`src/rtl/racket_ai_ctl.sv`:
```
// racket_ai_ctl: computer opponent for the right-hand racket.
// Infers ball approach from successive ball_xpos samples, walks the racket
// toward a clamped target at one pixel per step tick, and passes the second
// player's mouse y through (clamped) when AI mode is off.
// Optional feature: define RACKET_AI_JITTER_EN to add a per-rally random
// target offset from an 8-bit LFSR, making the AI beatable.
module racket_ai_ctl #(
    parameter int RACKET_LENGTH = 80,
    parameter int BALL_DIAMETER = 16,
    parameter int Y_MIN         = 1,
    parameter int Y_MAX         = 686,
    parameter int CENTER_Y      = 343,
    parameter int REACT_X       = 512,
    parameter int DEAD_ZONE     = 4,
    parameter int STEP_EASY     = 131072,
    parameter int STEP_HARD     = 65536
) (
    input  logic        pclk,
    input  logic        rst,
    input  logic [11:0] ball_xpos,
    input  logic [11:0] ball_ypos,
    input  logic        ai_en,
    input  logic        difficulty,
    input  logic [11:0] mouse_ypos_ext,
    output logic [11:0] racket_ypos,
    output logic        tracking
);

    localparam logic [11:0]        L_Y_MIN    = 12'(Y_MIN);
    localparam logic [11:0]        L_Y_MAX    = 12'(Y_MAX);
    localparam logic [11:0]        L_CENTER_Y = 12'(CENTER_Y);
    localparam logic [11:0]        L_REACT_X  = 12'(REACT_X);
    localparam logic [11:0]        L_MISS_X   = 12'd1006;
    localparam logic signed [13:0] L_T_OFS    = 14'(BALL_DIAMETER / 2 - RACKET_LENGTH / 2);
    localparam logic [12:0]        L_DEAD     = 13'(DEAD_ZONE);
    localparam logic [19:0]        L_EASY     = 20'(STEP_EASY);
    localparam logic [19:0]        L_HARD     = 20'(STEP_HARD);

    typedef enum logic [1:0] {
        S_CENTER = 2'd0,
        S_TRACK  = 2'd1,
        S_HOLD   = 2'd2
    } state_t;

    state_t      r_state;
    logic        r_tracking;
    logic [11:0] r_ypos;
    logic [11:0] r_prev_x;
    logic        r_approaching;
    logic [19:0] r_cnt;
    logic [19:0] r_interval;

    logic               w_approaching;
    logic               w_go_track;
    logic               w_count_en;
    logic [19:0]        w_interval;
    logic               w_tick;
    logic signed [13:0] w_jitter;
    logic signed [13:0] w_raw;
    logic [11:0]        w_trk_target;
    logic [11:0]        w_target;
    logic [11:0]        w_mouse_clamped;
    logic [12:0]        w_tgt_ext;
    logic [12:0]        w_pos_ext;

    assign racket_ypos = r_ypos;
    assign tracking    = r_tracking;

    // Approach flag as seen this cycle: rises on increasing x, falls on
    // decreasing x, holds on equal. The FSM uses this so a direction change
    // moves the state one edge after the ball_xpos sample that shows it.
    assign w_approaching = (ball_xpos > r_prev_x) ? 1'b1 :
                           (ball_xpos < r_prev_x) ? 1'b0 : r_approaching;
    assign w_go_track    = ai_en && w_approaching && (ball_xpos >= L_REACT_X);

`ifdef RACKET_AI_JITTER_EN
    logic [7:0] r_lfsr;
    logic [3:0] r_offset;

    // LFSR x^8+x^6+x^5+x^4+1 free-runs; offset is captured on each CENTER->TRACK.
    always_ff @(posedge pclk) begin
        if (rst) begin
            r_lfsr   <= 8'hA5;
            r_offset <= 4'd0;
        end else begin
            r_lfsr <= {r_lfsr[6:0], r_lfsr[7] ^ r_lfsr[5] ^ r_lfsr[4] ^ r_lfsr[3]};
            if (r_state == S_CENTER && w_go_track)
                r_offset <= r_lfsr[3:0];
        end
    end

    assign w_jitter = $signed({10'd0, r_offset}) - 14'sd8;
`else
    assign w_jitter = 14'sd0;
`endif

    // Ball-derived target: centre racket on ball centre, clamped to the playfield.
    assign w_raw = $signed({2'b00, ball_ypos}) + L_T_OFS + w_jitter;

    // Clamp the tracking target and the manual mouse position.
    always_comb begin
        // NOTE: every output of a combinational block gets a value on every
        // path (defaults first) so no latch is inferred.
        w_trk_target = w_raw[11:0];
        if (w_raw < $signed({2'b00, L_Y_MIN}))
            w_trk_target = L_Y_MIN;
        else if (w_raw > $signed({2'b00, L_Y_MAX}))
            w_trk_target = L_Y_MAX;

        w_mouse_clamped = mouse_ypos_ext;
        if (mouse_ypos_ext < L_Y_MIN)
            w_mouse_clamped = L_Y_MIN;
        else if (mouse_ypos_ext > L_Y_MAX)
            w_mouse_clamped = L_Y_MAX;
    end

    assign w_target  = (r_state == S_CENTER) ? L_CENTER_Y : w_trk_target;
    assign w_tgt_ext = {1'b0, w_target};
    assign w_pos_ext = {1'b0, r_ypos};

    // Step period is latched at the start of each period (count 0), so a
    // difficulty change mid-count only affects the following period.
    assign w_count_en = ai_en && (r_state != S_HOLD);
    assign w_interval = (r_cnt == 20'd0) ? (difficulty ? L_HARD : L_EASY) : r_interval;
    assign w_tick     = w_count_en && (r_cnt == w_interval - 20'd1);

    // Approach detector registers: previous x and the held direction flag.
    always_ff @(posedge pclk) begin
        // NOTE: sequential state uses non-blocking assignments; reset is
        // synchronous, so it is just the highest-priority branch on the edge.
        if (rst) begin
            r_prev_x      <= 12'd0;
            r_approaching <= 1'b0;
        end else begin
            r_prev_x      <= ball_xpos;
            r_approaching <= w_approaching;
        end
    end

    // Step timer: counts in AI mode outside HOLD, wraps and ticks at interval-1.
    always_ff @(posedge pclk) begin
        if (rst) begin
            r_cnt      <= 20'd0;
            r_interval <= L_EASY;
        end else if (!w_count_en) begin
            r_cnt      <= 20'd0;
        end else begin
            r_interval <= w_interval;
            r_cnt      <= w_tick ? 20'd0 : r_cnt + 20'd1;
        end
    end

    // Racket position: mouse passthrough in manual mode, one-pixel steps in AI mode.
    always_ff @(posedge pclk) begin
        if (rst) begin
            r_ypos <= L_CENTER_Y;
        end else if (!ai_en) begin
            r_ypos <= w_mouse_clamped;
        end else if (w_tick) begin
            if (w_tgt_ext > w_pos_ext + L_DEAD)
                r_ypos <= r_ypos + 12'd1;
            else if (w_tgt_ext + L_DEAD < w_pos_ext)
                r_ypos <= r_ypos - 12'd1;
        end
    end

    // Behaviour FSM with registered tracking flag (1 exactly while in TRACK).
    always_ff @(posedge pclk) begin
        if (rst || !ai_en) begin
            r_state    <= S_CENTER;
            r_tracking <= 1'b0;
        end else begin
            case (r_state)
                S_CENTER: begin
                    if (w_go_track) begin
                        r_state    <= S_TRACK;
                        r_tracking <= 1'b1;
                    end
                end
                S_TRACK: begin
                    if (!w_approaching || ball_xpos < L_REACT_X) begin
                        r_state    <= S_CENTER;
                        r_tracking <= 1'b0;
                    end else if (ball_xpos >= L_MISS_X) begin
                        r_state    <= S_HOLD;
                        r_tracking <= 1'b0;
                    end
                end
                S_HOLD: begin
                    if (!w_approaching || ball_xpos < L_REACT_X) begin
                        r_state    <= S_CENTER;
                        r_tracking <= 1'b0;
                    end
                end
                default: begin
                    r_state    <= S_CENTER;
                    r_tracking <= 1'b0;
                end
            endcase
        end
    end

endmodule

```
`config.mk`:
```
export PLATFORM = sky130hd
export DESIGN_NAME = racket_ai_ctl
export DESIGN_NICKNAME = d
export VERILOG_FILES = /design/src/rtl/racket_ai_ctl.sv
export SDC_FILE = /design/constraint.sdc
export NUM_CORES = 1
export LEC_CHECK = 0
export CAP_MARGIN = 0
export CELL_PAD_IN_SITES_DETAIL_PLACEMENT = 1
export CELL_PAD_IN_SITES_GLOBAL_PLACEMENT = 2
export CORE_MARGIN = 3
export CORE_UTILIZATION = 35
export DETAILED_ROUTE_END_ITERATION = 7
export PLACE_DENSITY_LB_ADDON = 0.12
export SYNTH_ARGS = -nofsm -noshare
export SYNTH_HDL_FRONTEND = slang
export SYNTH_SLANG_ARGS = --single-unit
```
`constraint.sdc`:
```
create_clock -name pclk -period 8.9 [get_ports pclk]
set_input_delay 2.225 -clock pclk [delete_from_list [all_inputs] [get_ports pclk]]
set_output_delay 2.225 -clock pclk [all_outputs]
set_load 0.02 [all_outputs]
```
Word level (Yosys, flattened, before mapping)
Cells that the tools add are included.
Widths: inputs -> output; s select.
{"block": "totals", "in_bits": 40, "out_inout_bits": 13, "word_cells": 71, "reg_bits": 68}
{"block": "op_classes", "reduce_logical": 13, "magnitude_cmp": 11, "n_addsub": 7, "n_eq_ne": 9, "muxes": 23, "n_bitwise": 1}
{"op": "$mux 12", "count": 9}
{"op": "$add 12x3->13 const B", "count": 2}
{"op": "$ge 12x10->1 const B", "count": 2}
{"op": "$add 20x1->20 const B", "count": 1}
{"op": "$eq 20x20->1", "count": 1}
{"op": "$logic_not 20->1", "count": 1}
{"op": "$mux 20", "count": 1}
{"op": "$sub 20x1->20 const B", "count": 1}
{"op": "$mux 18", "count": 1}
{"op": "$add 13x6->14 const B", "count": 1}
{"op": "$gt 14x11->1 const B", "count": 1}
{"op": "$lt 14x2->1 const B", "count": 1}
{"op": "$gt 12x13->1", "count": 1}
{"op": "$lt 13x12->1", "count": 1}
{"op": "$add 12x1->12 const B", "count": 1}
{"op": "$gt 12x10->1 const B", "count": 1}
{"op": "$gt 12x12->1", "count": 1}
{"op": "$lt 12x1->1 const B", "count": 1}
{"op": "$lt 12x10->1 const B", "count": 1}
{"op": "$lt 12x12->1", "count": 1}
{"op": "$sub 12x1->12 const B", "count": 1}
{"op": "$mux 2", "count": 4}
{"op": "$mux 1", "count": 6}
{"op": "$ne 2x2->1 const B", "count": 3}
{"op": "other kinds (15)", "count": 20}

Longest topological paths before layout
{"block": "depth", "word_depth": 11, "mapped_depth": 26, "ltp_nobuf": 25}

Worst setup path before layout
OpenSTA, ideal clock, no wires.
{"block": "synth_path", "path_kind": "input-to-reg", "from": "input port ball_ypos[5]", "to": "register r_ypos[8] (netlist: racket_ypos[8])", "slack_ps": 1347, "path_buffers": 1, "required_time_ps": 8769, "arrival_time_ps": 7423, "cell_stages": 25, "path_cell_list": "clkbuf_1 > inv_1 > ha_1 > and2_1 > a21oi_1 > o221ai_1 > o211ai_1 > nor2b_1 > or2_2 > ha_1 > nand4_1 > or3_1 > a21oi_1 > a211oi_1 > a311oi_1 > inv_1 > fa_1 > a21o_1 > a21oi_1 > o21bai_1 > a2111oi_0 > nor2_1 > xnor2_1 > a211oi_1 > mux2i_1"}
{"block": "synth_between", "elab_chain_len": 9, "word_cells_on_any_way": 14, "classes_between": "add/sub: 2; order compare: 4; eq/ne: 1; mux: 6; reduce/logical: 1"}
{"item": "start: declaration", "line": "21", "source": "input logic [11:0] ball_ypos,"}
{"item": "$add 13x6->14 (*)", "line": "98", "source": "assign w_raw = $signed({2'b00, ball_ypos}) + L_T_OFS + w_jitter;"}
{"item": "$gt 14x11->1", "line": "107", "source": "else if (w_raw > $signed({2'b00, L_Y_MAX}))"}
{"item": "$mux 12", "line": "107"}
{"item": "$mux 12 (*)", "line": "105", "source": "if (w_raw < $signed({2'b00, L_Y_MIN}))"}
{"item": "$mux 12 (*)", "line": "117", "source": "assign w_target = (r_state == S_CENTER) ? L_CENTER_Y : w_trk_target;"}
{"item": "$add 12x3->13 or $gt 12x13->1 (tied branches)", "line": "162, 160"}
{"item": "$lt 13x12->1 or $mux 12 (tied branches)", "line": "162, 160"}
{"item": "$ne 3x1->1 (no source line) or $mux 12 (tied branches)"}
{"item": "$reduce_and 2->1 (no source line) or $mux 12 (tied branches)"}
{"item": "end signal: assignment", "line": "158", "source": "r_ypos <= w_mouse_clamped;"}
{"item": "end signal: assignment", "line": "161", "source": "r_ypos <= r_ypos + 12'd1;"}
{"item": "end signal: assignment", "line": "163", "source": "r_ypos <= r_ypos - 12'd1;"}
{"item": "end: declaration", "line": "47", "source": "logic [11:0] r_ypos;"}
Every way passes the cells marked *; elsewhere a longest branch is shown, timed or not. The select of a mux whose other input is x is not followed.
A chain may end at the register's enable or synchronous reset.

Worst setup path after layout
Ends and elaborated chain as after synthesis.

==> results by group <==
Worst setup path
  – Worst Setup End Kind: flop
  – Worst endpoint required time: between 9 and 10 ns
  – CP Data Arrival Time: about 8.4 ns
  – Kind of critical path: in2reg
  – Worst-path fanout max: 12
  – CP startpoint kind: input pin
  – FF-to-FF path depth: 21

Pwr
  – Sw Share: roughly 30%
  – Comb pwr share: 23.8%
  – Max IR drop VDD: approximately 0.08 mV
  – Internal power: about 0.7 mW
  – Static Leak: between 2 and 3 nW
  – P per Cell Area: between 100 and 150 nW/um2
  – Sw Pwr: 0.286 mW
  – Clock power share: 43.1%
  – Sequential share of power: 33.1%

Final layout
  – Fill cells: slightly below 2,000
  – Layout Utilization: 42.6%
  – Diodes inserted: 0
  – # nets final: about 850
  – Layout area overhead: 18.7%
  – Layout cells sized above 1: between 5 and 6%

Drt
  – Vias/cell: roughly 5.6
  – Met3 wire len: around 400 um
  – Initial DRT Pass Iterations: 4
  – DRT antenna net count: 0
  – WL final: between 15 and 20 mm
  – Met2 WL: roughly 8.8 mm
  – # DRC: 0
  – Top Metal Used: met4
  – Via count: 5,522
  – M1 WL: 8.58 mm
  – Wire per inst: 18.4 um
  – Starting DRT DRC Count: 237

Global route
  – Initial antenna violation count: 0
  – All-layer global routing usage: between 20% and 30%
  – Vias in the first global route: 5,756
  – Largest net degree at the start of global routing: 35
  – First-pass GRT wire length: 30.0 mm
  – Gr ovfl total: 0

Clock tree
  – CTS tree: done
  – CTS Buf Count: 9
  – Clock Pin Slew Worst Setup and Hold Paths: roughly 0.060 ns
  – Clk sink count: between 60 and 70
  – Clk root buf: clkbuf_16
  – Clk_lat worst skew: between 0.3 and 0.4 ns
  – H-Tree Depth: 3
  – Clock Tree Buf Depth: 2

Yosys
  – Largest area contributor in the netlist: dfxtp_1
  – Post-synth top flop: dfxtp_1
  – Syn Area/Cell: 7.98 um2
  – Sequential area share after synthesis: 23.5%
  – Yosys top cell area share: about a quarter
  – Cells after Synth: 716
  – Synth cell types: 77
  – Yosys reg bits: 67
  – EDFF count, synth: 0
  – Synth async-reset ratio: 0%
  – Yosys warns: 0
  – Largest cells by area after synthesis: dfxtp_1 23%, ha_1 11%, xnor2_1 5.1%
  – Post-Syn Area: ~5700 um2

Timing
  – RSZ-0062 raised after global routing: false
  – Max_slew headroom: about 31%
  – Maximum clock rate: approximately 120 MHz
  – Final period util: roughly nine tenths
  – Layout Skew: about 0.0067 ns
  – Tightest Pin Transition: around 1.0 ns
  – Fin. max-slew vios: 0
  – Final setup vio count: 0
  – Final worst path period need: about 8 ns
  – Worst Setup Slack, final: 0.731 ns
  – Fin. Hold Viols: 0

Placed design
  – Number of port buffers: between 50 and 60
  – GP Congestion: about 0.85
  – Hpwl dp: 13.9 mm
  – DP Worst Slack: -0.0149 ns

Floorplanning
  – Core area: 15,900 um2
  – Io pins: 53
  – Vert. Die Dim: around 130 um
  – Starting Density: a little over a third
  – Die Wd: around 130 um
  – # rows: 46
  – Area of the die: between 15,000 and 20,000 um2

Worst hold path
  – HP Class: reg2reg
  – Hold Path Cell Cnt: 1

Status
  – Status: completed

Flow run
  – MaxCap Viol Count: 0
==> kinds of logic (layout without fill, tap and decap cells) <==
kind of cell	count (synthesis)	in the layout	share of synthesized area, %
xor+xnor	58	58	8.89
simple gates	300	300	29.3
mux	8	8	1.44
other cells	1	4	0.0656
buf+inv	71	114	4.86
flops	67	67	23.5
fa+ha+maj	52	52	11.5
compound gates	159	159	20.4
==> what timing repair did <==
action / 4_1_cts / 5_1_grt
gates resized for setup: 0 / 2
endpoints found under the setup margin: 0 / 5
endpoints found under the hold margin: 0 / 0
setup buffers: 0 / 1
hold buffers: 0 / 0
==> critical path, stage by stage <==
cell             delay [ns]
clkdlybuf4s50_1        0.63
inv_1                  0.08
ha_1                   0.28
nor3b_1                0.18
xnor2_1                0.27
and4b_1                0.26
a31o_2                 0.18
nand2b_1               0.23
a21oi_1                0.09
ha_1                   0.31
nand4_1                0.14
or3_1                  0.40
a21oi_1                0.14
a211oi_1               0.08
a311oi_2               0.32
inv_1                  0.31
fa_1                   0.49
a21o_1                 0.17
a21oi_1                0.23
o21bai_1               0.12
a2111oi_1              0.57
nor2_1                 0.13
xnor2_1                0.16
a211oi_1               0.25
mux2i_1                0.10
==> power by group through the flow <==
stage,clock network (mW),logic [mW],registers (mW)
5_1_grt,0.444,0.260,0.324
3_3_place_gp,0,0.221,0.329
3_5_place_dp,0,0.228,0.329
2_1_floorplan,0,0.145,0.328
4_1_cts,0.430,0.230,0.322
6_report,0.419,0.231,0.322
==> state kept, by name, indices dropped and copies added (netlist names) <==
| register | flops |
|---|---|
| r_interval | 20 |
| r_prev_x | 12 |
| r_cnt | 20 |
| tracking | 1 |
| r_approaching | 1 |
| racket_ypos | 12 |
| r_state | 1 |
==> path summary, 6_finish.rpt <==
kind	endpoint	from	slack, ns
setup / recovery	racket_ypos[8]	ball_ypos[5]	0.73
hold reg to reg	r_interval[19]	r_interval[19]	0.52
setup reg to reg	racket_ypos[8]	racket_ypos[4]	3.37
hold / removal	r_interval[19]	r_interval[19]	0.52
==> cell usage in the layout, fill, tap and decap left out, types with 4 or more instances in the layout <==
master,instances
and2_1,20
o2111ai_1,6
ha_1,51
or2_2,5
nand3_1,26
clkdlybuf4s50_1,52
or3_1,5
nand2b_1,9
o21ai_0,25
xnor2_1,33
nor4_1,17
mux2i_1,6
and3_1,14
nor2_1,41
or4_1,5
dfxtp_1,67
conb_1,4
nor3b_1,5
inv_1,42
a211o_1,4
xor2_1,25
nand2_1,43
o211ai_1,5
o31ai_1,12
nand4_1,16
nor3_1,46
a221oi_1,6
nor2b_1,25
buf_4,4
a21oi_1,23
a211oi_1,10
a21o_1,16
clkbuf_16,9
o21a_1,4
==> cell usage after synthesis, types with 10 or more instances <==
cell      count
nor2b_1      25
a21o_1       16
a211oi_1     10
xor2_1       25
nor3_1       46
nand2_1      43
o21ai_0      25
a21oi_1      23
ha_1         51
nor2_1       41
nand3_1      26
dfxtp_1      67
nor4_1       17
clkbuf_1     24
and2_1       20
inv_1        42
nand4_1      16
and3_1       14
xnor2_1      33
o31ai_1      12
==> per-layer routing <==
| metal | global-route usage [%] | vias up |
|---|---|---|
| met2 | 35.5 | 51 |
| met3 | 2.44 | 13 |
| met5 | 0 | - |
| met4 | 4.34 | 0 |
| met1 | 27.3 | 2715 |
| li1 | - | 2743 |
==> per-stage QoR <==
stage          power, mW  instances  setup TNS, ns  area, um2  hold slack, ns
6_report           0.972        978              0       6780           0.519
4_1_cts            0.983        977              0       6770           0.525
3_5_place_dp       0.557        961        -0.0149       6420           0.515
2_1_floorplan      0.473        719              0       5730           0.476
3_3_place_gp       0.550        961              0       6420           0.508
5_1_grt             1.03        978              0       6780           0.539
==> cell type report <==
type	instances	area [um2]	share of cell area, %
Clock buffer	9	225	3.32
Clock inverter	7	124	1.83
Inverter	42	158	2.32
Multi-Input combinational cell	581	4120	60.7
Sequential cell	67	1340	19.8
Tap cell	216	270	3.98
Timing Repair Buffer	56	551	8.12
(Power assumes the default switching activity.)
